==> config.mk <==
export PLATFORM = sky130hd
export DESIGN_NAME = bitstream_serializer
export DESIGN_NICKNAME = d
export VERILOG_FILES = /design/src/rtl/bitstream_serializer_pkg.sv /design/src/rtl/bitstream_serializer.sv
export SDC_FILE = /design/constraint.sdc
export NUM_CORES = 1
export LEC_CHECK = 0
export ABC_AREA = 0
export BUFFER_PORTS_ARGS = -buffer_cell sky130_fd_sc_hd__buf_2
export CAP_MARGIN = 25
export CORE_MARGIN = 3
export CORE_UTILIZATION = 35
export CTS_BUF_LIST = sky130_fd_sc_hd__clkbuf_2
export DETAILED_ROUTE_END_ITERATION = 12
export MAX_ROUTING_LAYER = met4
export RECOVER_POWER = 50
export SKIP_CTS_REPAIR_TIMING = 1
export SLEW_MARGIN = 40
export SYNTH_ARGS = -nofsm -noshare
export SYNTH_HDL_FRONTEND = slang
export SYNTH_SLANG_ARGS = --single-unit
==> constraint.sdc <==
create_clock -name clk -period 1.6 [get_ports clk]
set_input_delay 0.08 -clock clk [delete_from_list [all_inputs] [get_ports clk]]
set_output_delay 0.08 -clock clk [all_outputs]
set_load 0.01 [all_outputs]
==> src/rtl/bitstream_serializer_pkg.sv <==
// Shared definitions for the serializer feeding the bitstream pattern detector.
package bspd_pkg;

  typedef enum logic [1:0] {
    SER_IDLE  = 2'b00,
    SER_SHIFT = 2'b01,
    SER_GAP   = 2'b10
  } ser_state_e;

  localparam int DEF_WORD_W = 8;

endpackage

==> src/rtl/bitstream_serializer.sv <==
// Parallel-in/serial-out stage: accepts WIDTH-bit words on valid/ready and
// shifts them out one bit per clock, with optional idle gap cycles after each word.
module bitstream_serializer
  import bspd_pkg::*;
#(
  parameter int WIDTH     = DEF_WORD_W,
  parameter int MSB_FIRST = 1,
  parameter int GAP       = 0
) (
  input  logic             clk,
  input  logic             reset,
  input  logic [WIDTH-1:0] data_in,
  input  logic             data_valid,
  output logic             data_ready,
  output logic             bit_out,
  output logic             bit_valid,
  output logic             busy,
  output logic             word_done
);

  localparam int CW = $clog2(WIDTH);
  localparam logic [CW-1:0] LAST_CNT = CW'(WIDTH - 1);
  localparam logic [3:0]    GAP_LAST = 4'((GAP > 0) ? GAP - 1 : 0);

  ser_state_e       state_q, state_d;
  logic [WIDTH-1:0] shreg_q, shreg_d;
  logic [CW-1:0]    bit_cnt_q, bit_cnt_d;
  logic [3:0]       gap_cnt_q, gap_cnt_d;

  logic last_bit;
  logic accept;
  logic [WIDTH-1:0] shreg_shifted;

  assign last_bit   = (state_q == SER_SHIFT) && (bit_cnt_q == LAST_CNT);
  // With no gap the last-bit cycle doubles as the accept slot, so words run back to back.
  assign data_ready = (state_q == SER_IDLE) || ((GAP == 0) && last_bit);
  assign accept     = data_valid && data_ready;

  assign shreg_shifted = (MSB_FIRST != 0) ? {shreg_q[WIDTH-2:0], 1'b0}
                                          : {1'b0, shreg_q[WIDTH-1:1]};

  assign bit_valid = (state_q == SER_SHIFT);
  assign bit_out   = bit_valid && ((MSB_FIRST != 0) ? shreg_q[WIDTH-1] : shreg_q[0]);
  assign busy      = (state_q != SER_IDLE);
  assign word_done = last_bit;

  always_comb begin
    state_d   = state_q;
    shreg_d   = shreg_q;
    bit_cnt_d = bit_cnt_q;
    gap_cnt_d = gap_cnt_q;
    case (state_q)
      SER_IDLE: begin
        if (accept) begin
          shreg_d   = data_in;
          bit_cnt_d = '0;
          state_d   = SER_SHIFT;
        end
      end
      SER_SHIFT: begin
        if (last_bit) begin
          bit_cnt_d = '0;
          shreg_d   = shreg_shifted;
          if (GAP > 0) begin
            gap_cnt_d = '0;
            state_d   = SER_GAP;
          end else if (accept) begin
            shreg_d = data_in;
          end else begin
            state_d = SER_IDLE;
          end
        end else begin
          shreg_d   = shreg_shifted;
          bit_cnt_d = bit_cnt_q + CW'(1);
        end
      end
      SER_GAP: begin
        if (gap_cnt_q == GAP_LAST) begin
          gap_cnt_d = '0;
          state_d   = SER_IDLE;
        end else begin
          gap_cnt_d = gap_cnt_q + 4'd1;
        end
      end
      default: state_d = SER_IDLE;
    endcase
  end

  always_ff @(posedge clk) begin
    if (reset) begin
      state_q   <= SER_IDLE;
      shreg_q   <= '0;
      bit_cnt_q <= '0;
      gap_cnt_q <= '0;
    end else begin
      state_q   <= state_d;
      shreg_q   <= shreg_d;
      bit_cnt_q <= bit_cnt_d;
      gap_cnt_q <= gap_cnt_d;
    end
  end

endmodule

==> results of run 1 <==
layer usage:
metal / share of wire, % / wire length (µm) / up-vias / global-route usage (%)
met4: 0 / 0 / 0 / 3.409
li1: - / - / 237 / -
met2: 38 / 380 / 14 / 18.41
met5: 0 / 0 / - / -
met1: 53 / 541 / 181 / 14.69
met3: 8.9 / 90 / 0 / 6.250
synthesized netlist by cell type:
| cell type | number |
|---|---|
| nor3b_1 | 1 |
| buf_2 | 1 |
| dfxtp_1 | 12 |
| or2_1 | 1 |
| mux2i_1 | 9 |
| nand3_1 | 1 |
| buf_4 | 2 |
| clkbuf_1 | 1 |
| o21a_1 | 1 |
| a22oi_1 | 1 |
| and2_1 | 2 |
| nor2_1 | 14 |
| inv_1 | 1 |
| a21boi_2 | 1 |
| a211oi_1 | 6 |
| nor2b_1 | 1 |
| buf_6 | 1 |
| a211oi_2 | 1 |
| ha_1 | 2 |
| a21oi_1 | 1 |
registers in the layout, indices dropped and copies added, names as in the netlist:
register	count
bit_cnt_q	3
state_q	1
shreg_q	8
worst paths after layout:
path,endpoint,cells after the start,startpoint
worst min-delay path,shreg_q[6],2,reset
worst max register to register,shreg_q[6],6,bit_cnt_q[0]
worst min register to register,shreg_q[7],2,shreg_q[7]
worst max-delay path,shreg_q[6],6,bit_cnt_q[0]
through the flow:
stage / hold slack (ns) / worst slack (ns) / util, %
floorplan: 0.1528 / 0.2081 / -
global placement: 0.4113 / 0.1376 / 45.18
detailed placement: 0.4195 / 0.07952 / 45.18
CTS: 0.1316 / 0.01247 / 46.24
global route: 0.1291 / 0.04253 / 46.86
finish: 0.1486 / 0.1262 / 46.86
report_power, final:
group / switching (mW) / internal [mW] / total (mW) / leakage [nW]
combinational: 0.0484 / 0.0477 / 0.0961 / 0.181
clock: 0.0905 / 0.0511 / 0.142 / 0.0125
sequential: 0.0138 / 0.320 / 0.334 / 0.0992
logic make-up (layout without fill, tap and decap cells):
group                    count (synthesis)  in the layout  synth area share [%]
AND/OR/NAND/NOR                         20             20                 15.72
flip-flops                              12             12                 41.92
AO/OA/AOI/OAI                           11             11                 15.50
multiplexers                             9              9                 15.72
buffers and inverters                    6             20                 6.766
adder cells (fa/ha/maj)                  2              2                 4.366
placed cells by master (no fill, tap or decap):
master    instances
buf_6             1
o21a_1            1
buf_2            12
mux2i_2           1
a21oi_1           1
mux2i_1           8
a21boi_2          1
nand3_1           1
ha_2              1
nor2_1           14
nor2b_2           1
nor3b_1           1
dfxtp_1          12
clkbuf_1          3
and2_1            2
a211oi_1          6
inv_1             1
a211oi_2          1
a22oi_1           1
clkbuf_2          3
or2_1             1
ha_1              1
critical path, cell delays in order (launching register included):
cell and delay (ns):
dfxtp_1 0.34, ha_1 0.20, ha_2 0.20, a21boi_2 0.13, buf_6 0.16, mux2i_2 0.24, a211oi_2 0.09
area by class of cell:
class	count	area share [%]
Multi-Input combinational cell	42	45.66
Sequential cell	12	36.23
Timing Repair Buffer	16	12.45
Tap cell	15	2.830
Clock buffer	3	2.264
Inverter	1	0.5660
==> impl_metrics.ini, run 1 <==
[cells_and_area]
num-fill-cells = 151
multiInputGateArea_um2 = 302.8
areaGrowthSynthToFinish_pct = 15.72
layout-drive-gt1-share_pct = 28.38
fin_cells = 89
final_net_count = 89
fin_area_um2 = 663.1
antennaDiodeCount = 0
regArea_um2 = 240.2

[placed_design]
dp.cells = 86
post_dp_cell_area_um2 = 639.4
dp.final_hpwl_um = 728.5
io_buffers = 15
place.gp.congestion = 0.7054

[cts]
cts.sinks = 12
insertion_delay_ns = 0.25
clockRootBuffer = clkbuf_2
cts_buffer_depth = 2
clk_pin_slew_ns = 0.10
cts_tree = yes
cts_buffers = 3
cts_max_level = 1

[drt]
drt-initial-drc-count = 3
via_per_inst = 4.854
num_vias = 432
ant_nets = 0
drtPass1Iterations = 2
postRouteWirelength_mm = 1.013
drc = 0
wl_per_cell_um = 11.38

[synthesis]
yosysSeqAreaShare_pct = 41.92
ys_seq_elements = 12
synth_top_area_cell = dfxtp_1
synth_nets = 73
synthCells = 60
ys_types = 20
yosysWarningCount = 0
yosys.area.top_type_share_pct = 41.92
syn_avg_cell_area_um2 = 9.551
synth.area.top_cells = dfxtp_1, mux2i_1, nor2_1, a211oi_1, ha_1
synth_area_um2 = 573.1

[floorplan]
die_h_um = 46.47
pin_count = 16
coreArea_mm2 = 0.001415
die-area_mm2 = 0.002159
fp-row-count = 13
die_x_um = 46.47
start_util_pct = 40.50

[timing]
fin_worst_skew_ns = 0.0008846
worstMarginPinSlew_ns = 0.4592
hold_viol = 0
max_freq_mhz = 678.5
slew_viol_final = 0
rsz0062_at_grt = no
setup_tns_ns = 0
relSlewSlack_pct = 69.38
finalCritPeriodShare_pct = 92.11
period_needed_ns = 1.474
timing.final.setup_violations = 0

[critical_path]
cp-end-kind = register
start_kind = register
critPathArrivalTime_ns = 1.60
crit_required_ns = 1.73
rrSetupSlack_ns = 0.13
critical_path_class = register to register
cp_max_fo = 7

[global_route]
antenna_found_initial = 0
grt_max_degree = 15
grt_pass1_vias = 437
overflow = 0
grt.total_usage_pct = 12.41
grt_pass1_wl_mm = 1.835

[power_and_ir_drop]
vdd_drop_max_mv = 0.4324
cellPowerDensity_mw_per_mm2 = 862.0
finalPower_uw = 571.6
p_leak_nw = 0.2930

[run_status]
status = completed

[job]
maxCapViolations = 0

[hold_path]
hp-class = input port to register
Power figures use the tool's default switching activity.
==> run 2: changes to the inputs <==
==> constraint.sdc (replaced) <==
create_clock -name clk -period 1.65 [get_ports clk]
set_input_delay 0.0825 -clock clk [delete_from_list [all_inputs] [get_ports clk]]
set_output_delay 0.0825 -clock clk [all_outputs]
set_load 0.01 [all_outputs]
==> run 2 against run 1 <==
Utilization is 0.44 points lower. Count of clock-buffer cells in the layout stayed put. Sequential power is 3% lower. Clock power is 4% higher. Sequential share of layout area is 0.35 points higher. Critical path type unchanged.
==> impl_metrics.ini, run 2 (synthesized netlist as in run 1, its figures left out) <==
[run_status]
status = completed

[cells_and_area]
layout-drive-gt1-share_pct = 25.33
fin_area_um2 = 656.9
largest_reg_flops = 8
areaGrowthSynthToFinish_pct = 14.63
final_core_util_pct = 46.42
mostFrequentLayoutCell = nor2_1
final_net_count = 89
reg_top3 = shreg_q x8, bit_cnt_q x3, state_q x1
top_register = shreg_q
antennaDiodeCount = 0
final_cell_mix = nor2_1, dfxtp_1, buf_2

[global_route]
grt_pass1_wl_mm = 1.711
overflow = 0
use_met2_pct = 16.76
grt.total_usage_pct = 11.84
met3_usage_pct = 7.031
antenna_found_initial = 0
grt_max_degree = 15
grt_use_met1_pct = 13.29
grt.busiest_layer = met2
grt_pass1_vias = 412

[drt]
drc = 0
drtPass1Iterations = 4
ant_nets = 0
num_vias = 450
wl_per_cell_um = 11.18
drt-initial-drc-count = 7
postRouteWirelength_mm = 1.006
via_per_inst = 5.000

[hold_path]
hp-class = input port to register
min_from = reset
holdPathStages = 2

[critical_path]
r2r_end = shreg_q[6]
cpMaxStageDelayCell = dfxtp_1
crit_required_ns = 1.80
cp-startpoint = bit_cnt_q[0]
crit_path_frequent_cell = ha_1
critical_path_class = register to register
cp-end-kind = register
rrSetupSlack_ns = 0.12
cp_max_fo = 7
slowest_delay_ns = 0.34
r2r_start = bit_cnt_q[0]
crit_chain = ha_1 -> ha_1 -> a21boi_2 -> buf_4 -> mux2i_1 -> a211oi_2
start_kind = register
critPathArrivalTime_ns = 1.69
crit_end = shreg_q[6]
r2r_cells = 6

[timing]
holdWs_ns = 0.1282
finalCritPeriodShare_pct = 92.94
worstMarginPinSlew_ns = 0.4505
period_needed_ns = 1.533
setup_tns_ns = 0
fin_worst_skew_ns = 0.01531
hold_viol = 0
timing.final.setup_violations = 0
slew_viol_final = 0
max_freq_mhz = 652.1
rsz0062_at_grt = no
relSlewSlack_pct = 69.97

[floorplan]
pin_count = 16
die-area_mm2 = 0.002159
die_h_um = 46.47
coreArea_mm2 = 0.001415
die_x_um = 46.47
fp-row-count = 13
start_util_pct = 40.50

[cts]
clk_pin_slew_ns = 0.12
cts_buffers = 3
cts_tree = yes
cts_buffer_depth = 2
cts_max_level = 1
insertion_delay_ns = 0.27
clockRootBuffer = clkbuf_2
cts.sinks = 12

[placed_design]
post_dp_cell_area_um2 = 639.4
io_buffers = 15
dp.final_hpwl_um = 721
place.gp.congestion = 0.7040

[power_and_ir_drop]
cellPowerDensity_mw_per_mm2 = 852.9
vdd_drop_max_mv = 0.4872
p_leak_nw = 0.2966

[job]
maxCapViolations = 0
-- run 2: layout make-up --
cell class              instances  area [µm²]
clock buffers                   3       15.01
clock inverters                 1       3.754
fillers                       147       758.2
inverters                       1       3.754
multi-input cells              42       296.5
flip-flops and latches         12       240.2
well taps                      15       18.77
repair buffers                 16       78.83
-- run 2: critical path: cells and delay by family (launching register included) --
family                     cells  cell delay (ns)
adders and majority gates      2             0.43
DFF                            1             0.34
muxes                          1             0.26
AOI/OAI and AO/OA              2             0.22
buffers and inverters          1             0.18
-- run 2: worst min-delay path by stage --
stage / slack (ns) / endpoint
6_report: 0.13 / shreg_q[6]
5_1_grt: 0.12 / shreg_q[6]
4_1_cts: 0.12 / shreg_q[6]
3_5_place_dp: 0.42 / state_q[0]
3_3_place_gp: 0.41 / bit_cnt_q[2]
2_1_floorplan: 0.16 / shreg_q[4]
-- run 2: report_power, final --
group | internal, mW | switching (mW) | total [mW]
combinational | 0.0438 | 0.0451 | 0.0889
clock | 0.0526 | 0.0946 | 0.147
sequential | 0.310 | 0.0136 | 0.324
-- run 2: routing by layer --
metal  share of wire (%)  up-vias
met1                  51      192
met5                   0        -
met4                0.80        0
li1                    -      241
met3                 8.1        2
met2                  40       15
-- run 2: stage by stage --
step	std cells	total power [mW]	setup WS, ns
6_report	90	0.5602	0.1165
5_1_grt	90	0.6028	0.01554
4_1_cts	90	0.5731	0.08641
3_5_place_dp	86	0.4209	0.1336
3_3_place_gp	86	0.4205	0.1862
2_1_floorplan	60	0.3974	0.2581
==> run 3: changes to the inputs <==
--- a/config.mk
+++ b/config.mk
@@ -8,7 +8,7 @@
 export ABC_AREA = 0
 export BUFFER_PORTS_ARGS = -buffer_cell sky130_fd_sc_hd__buf_2
 export CAP_MARGIN = 25
-export CORE_MARGIN = 3
+export CORE_MARGIN = 4
 export CORE_UTILIZATION = 35
 export CTS_BUF_LIST = sky130_fd_sc_hd__clkbuf_2
 export DETAILED_ROUTE_END_ITERATION = 12
==> run 3 against run 2 <==
Register-to-register slack hardly changed. Routed wire length is 1.4% lower. Utilization is 3.2 points lower. Final cell count is 1.1% higher. Clock skew is 0.013 ns lower. Critical path depth stayed put. Clock power is 3% higher. Count of clock-buffer cells in the layout stayed put. Critical path type unchanged.
==> impl_metrics.ini, run 3 (synthesized netlist as in run 1, its figures left out) <==
[hold_path]
holdPathStages = 2
hp-class = input port to register
min_to = shreg_q[6]
min_from = reset

[drt]
postRouteWirelength_um = 992
wl_per_cell_um = 10.90
drt-initial-drc-count = 3
via_per_inst = 4.901
ant_nets = 0
drtPass1Iterations = 4
num_vias = 446
drc = 0

[timing]
slew_viol_final = 0
max_freq_mhz = 653.2
relSlewSlack_pct = 70.60
fin_worst_skew_ns = 0.002709
finalCritPeriodShare_pct = 92.79
worstMarginPinSlew_ns = 0.4409
hold_viol = 0
setup_tns_ns = 0
period_needed_ns = 1.531
rsz0062_at_grt = no
timing.final.setup_violations = 0

[critical_path]
r2r_end = shreg_q[6]
critical_path_class = register to register
r2r_cells = 6
crit_required_ns = 1.80
start_kind = register
critPathArrivalTime_ns = 1.68
cp-end-kind = register
r2r_start = bit_cnt_q[0]
rrSetupSlack_ns = 0.12
cp_max_fo = 7

[cells_and_area]
num-fill-cells = 164
regArea_um2 = 240.2
top_register = shreg_q
final_core_util_pct = 43.19
reg_top3 = shreg_q x8, bit_cnt_q x3, state_q x1
final_cell_mix = nor2_1, dfxtp_1, buf_2
final_net_count = 89
largest_reg_flops = 8
fin_cells = 91
layout-drive-gt1-share_pct = 25.33
antennaDiodeCount = 0
multiInputGateArea_um2 = 296.5
areaGrowthSynthToFinish_pct = 14.85
fin_area_um2 = 658.1
mostFrequentLayoutCell = nor2_1

[cts]
insertion_delay_ns = 0.26
cts_max_level = 1
cts_buffer_depth = 2
clockRootBuffer = clkbuf_2
cts.sinks = 12
clk_pin_slew_ns = 0.12
cts_tree = yes
cts_buffers = 3

[power_and_ir_drop]
cellPowerDensity_mw_per_mm2 = 857.8
p_leak_nw = 0.2966
vdd_drop_max_mv = 0.3216

[global_route]
grt.total_usage_pct = 9.369
grt_max_degree = 15
antenna_found_initial = 0
grt_pass1_vias = 418
grt_pass1_wl_mm = 1.718
overflow = 0

[placed_design]
place.gp.congestion = 0.6546
dp.cells = 87
dp.final_hpwl_um = 728.4
post_dp_cell_area_um2 = 640.6
io_buffers = 15

[floorplan]
die_h_um = 48.47
start_util_pct = 37.60
die_x_um = 48.47
fp-row-count = 14
pin_count = 16
die-area_mm2 = 0.002349
coreArea_mm2 = 0.001524

[job]
maxCapViolations = 0

[run_status]
status = completed
[run 3: area by class of cell]
class,instances,area share (%)
repair buffers,16,11.98
inverters,1,0.5703
clock inverters,1,0.5703
clock buffers,3,2.281
flip-flops and latches,12,36.50
multi-input cells,42,45.06
well taps,16,3.042
[run 3: stage by stage]
stage          worst slack [ns]  power (mW)  hold WS (ns)
3_3_place_gp             0.1886      0.4207        0.4145
4_1_cts                 0.07339      0.5748        0.1166
2_1_floorplan            0.2581      0.3974        0.1553
5_1_grt                0.001278      0.6009        0.1259
3_5_place_dp             0.1332      0.4212        0.4145
6_report                 0.1190      0.5645        0.1244
[run 3: worst max-delay path, cell delays in order (launching register included)]
cell and delay [ns]:
dfxtp_1 0.35, ha_1 0.20, ha_1 0.23, a21boi_2 0.13, buf_4 0.18, mux2i_1 0.24
a211oi_2 0.09
[run 3: how the worst max path moves through the flow]
stage,from,endpoint,cells after the start
final,bit_cnt_q[0],shreg_q[6],6
after floorplan,bit_cnt_q[0],shreg_q[6],6
after detailed placement,bit_cnt_q[0],shreg_q[6],6
after global placement,bit_cnt_q[0],shreg_q[6],6
after CTS,bit_cnt_q[0],data_ready,5
after global routing,bit_cnt_q[0],shreg_q[6],6
[run 3: power breakdown]
part	total [mW]	leakage, nW	internal (mW)	switching (mW)
logic	0.0892	0.183	0.0439	0.0453
registers	0.323	0.0992	0.310	0.0129
clock network	0.152	0.0140	0.0526	0.0993
total	0.565	0.297	0.407	0.158
[run 3: per-layer routing]
metal | vias up | wire length, µm | part of all wire, % | GRT usage, %
met5 | - | 0 | 0 | -
met4 | 0 | 12 | 1.2 | 6.726
met3 | 2 | 48 | 4.8 | 3.067
met2 | 8 | 453 | 46 | 13.04
met1 | 200 | 477 | 48 | 11.17
li1 | 236 | - | - | -
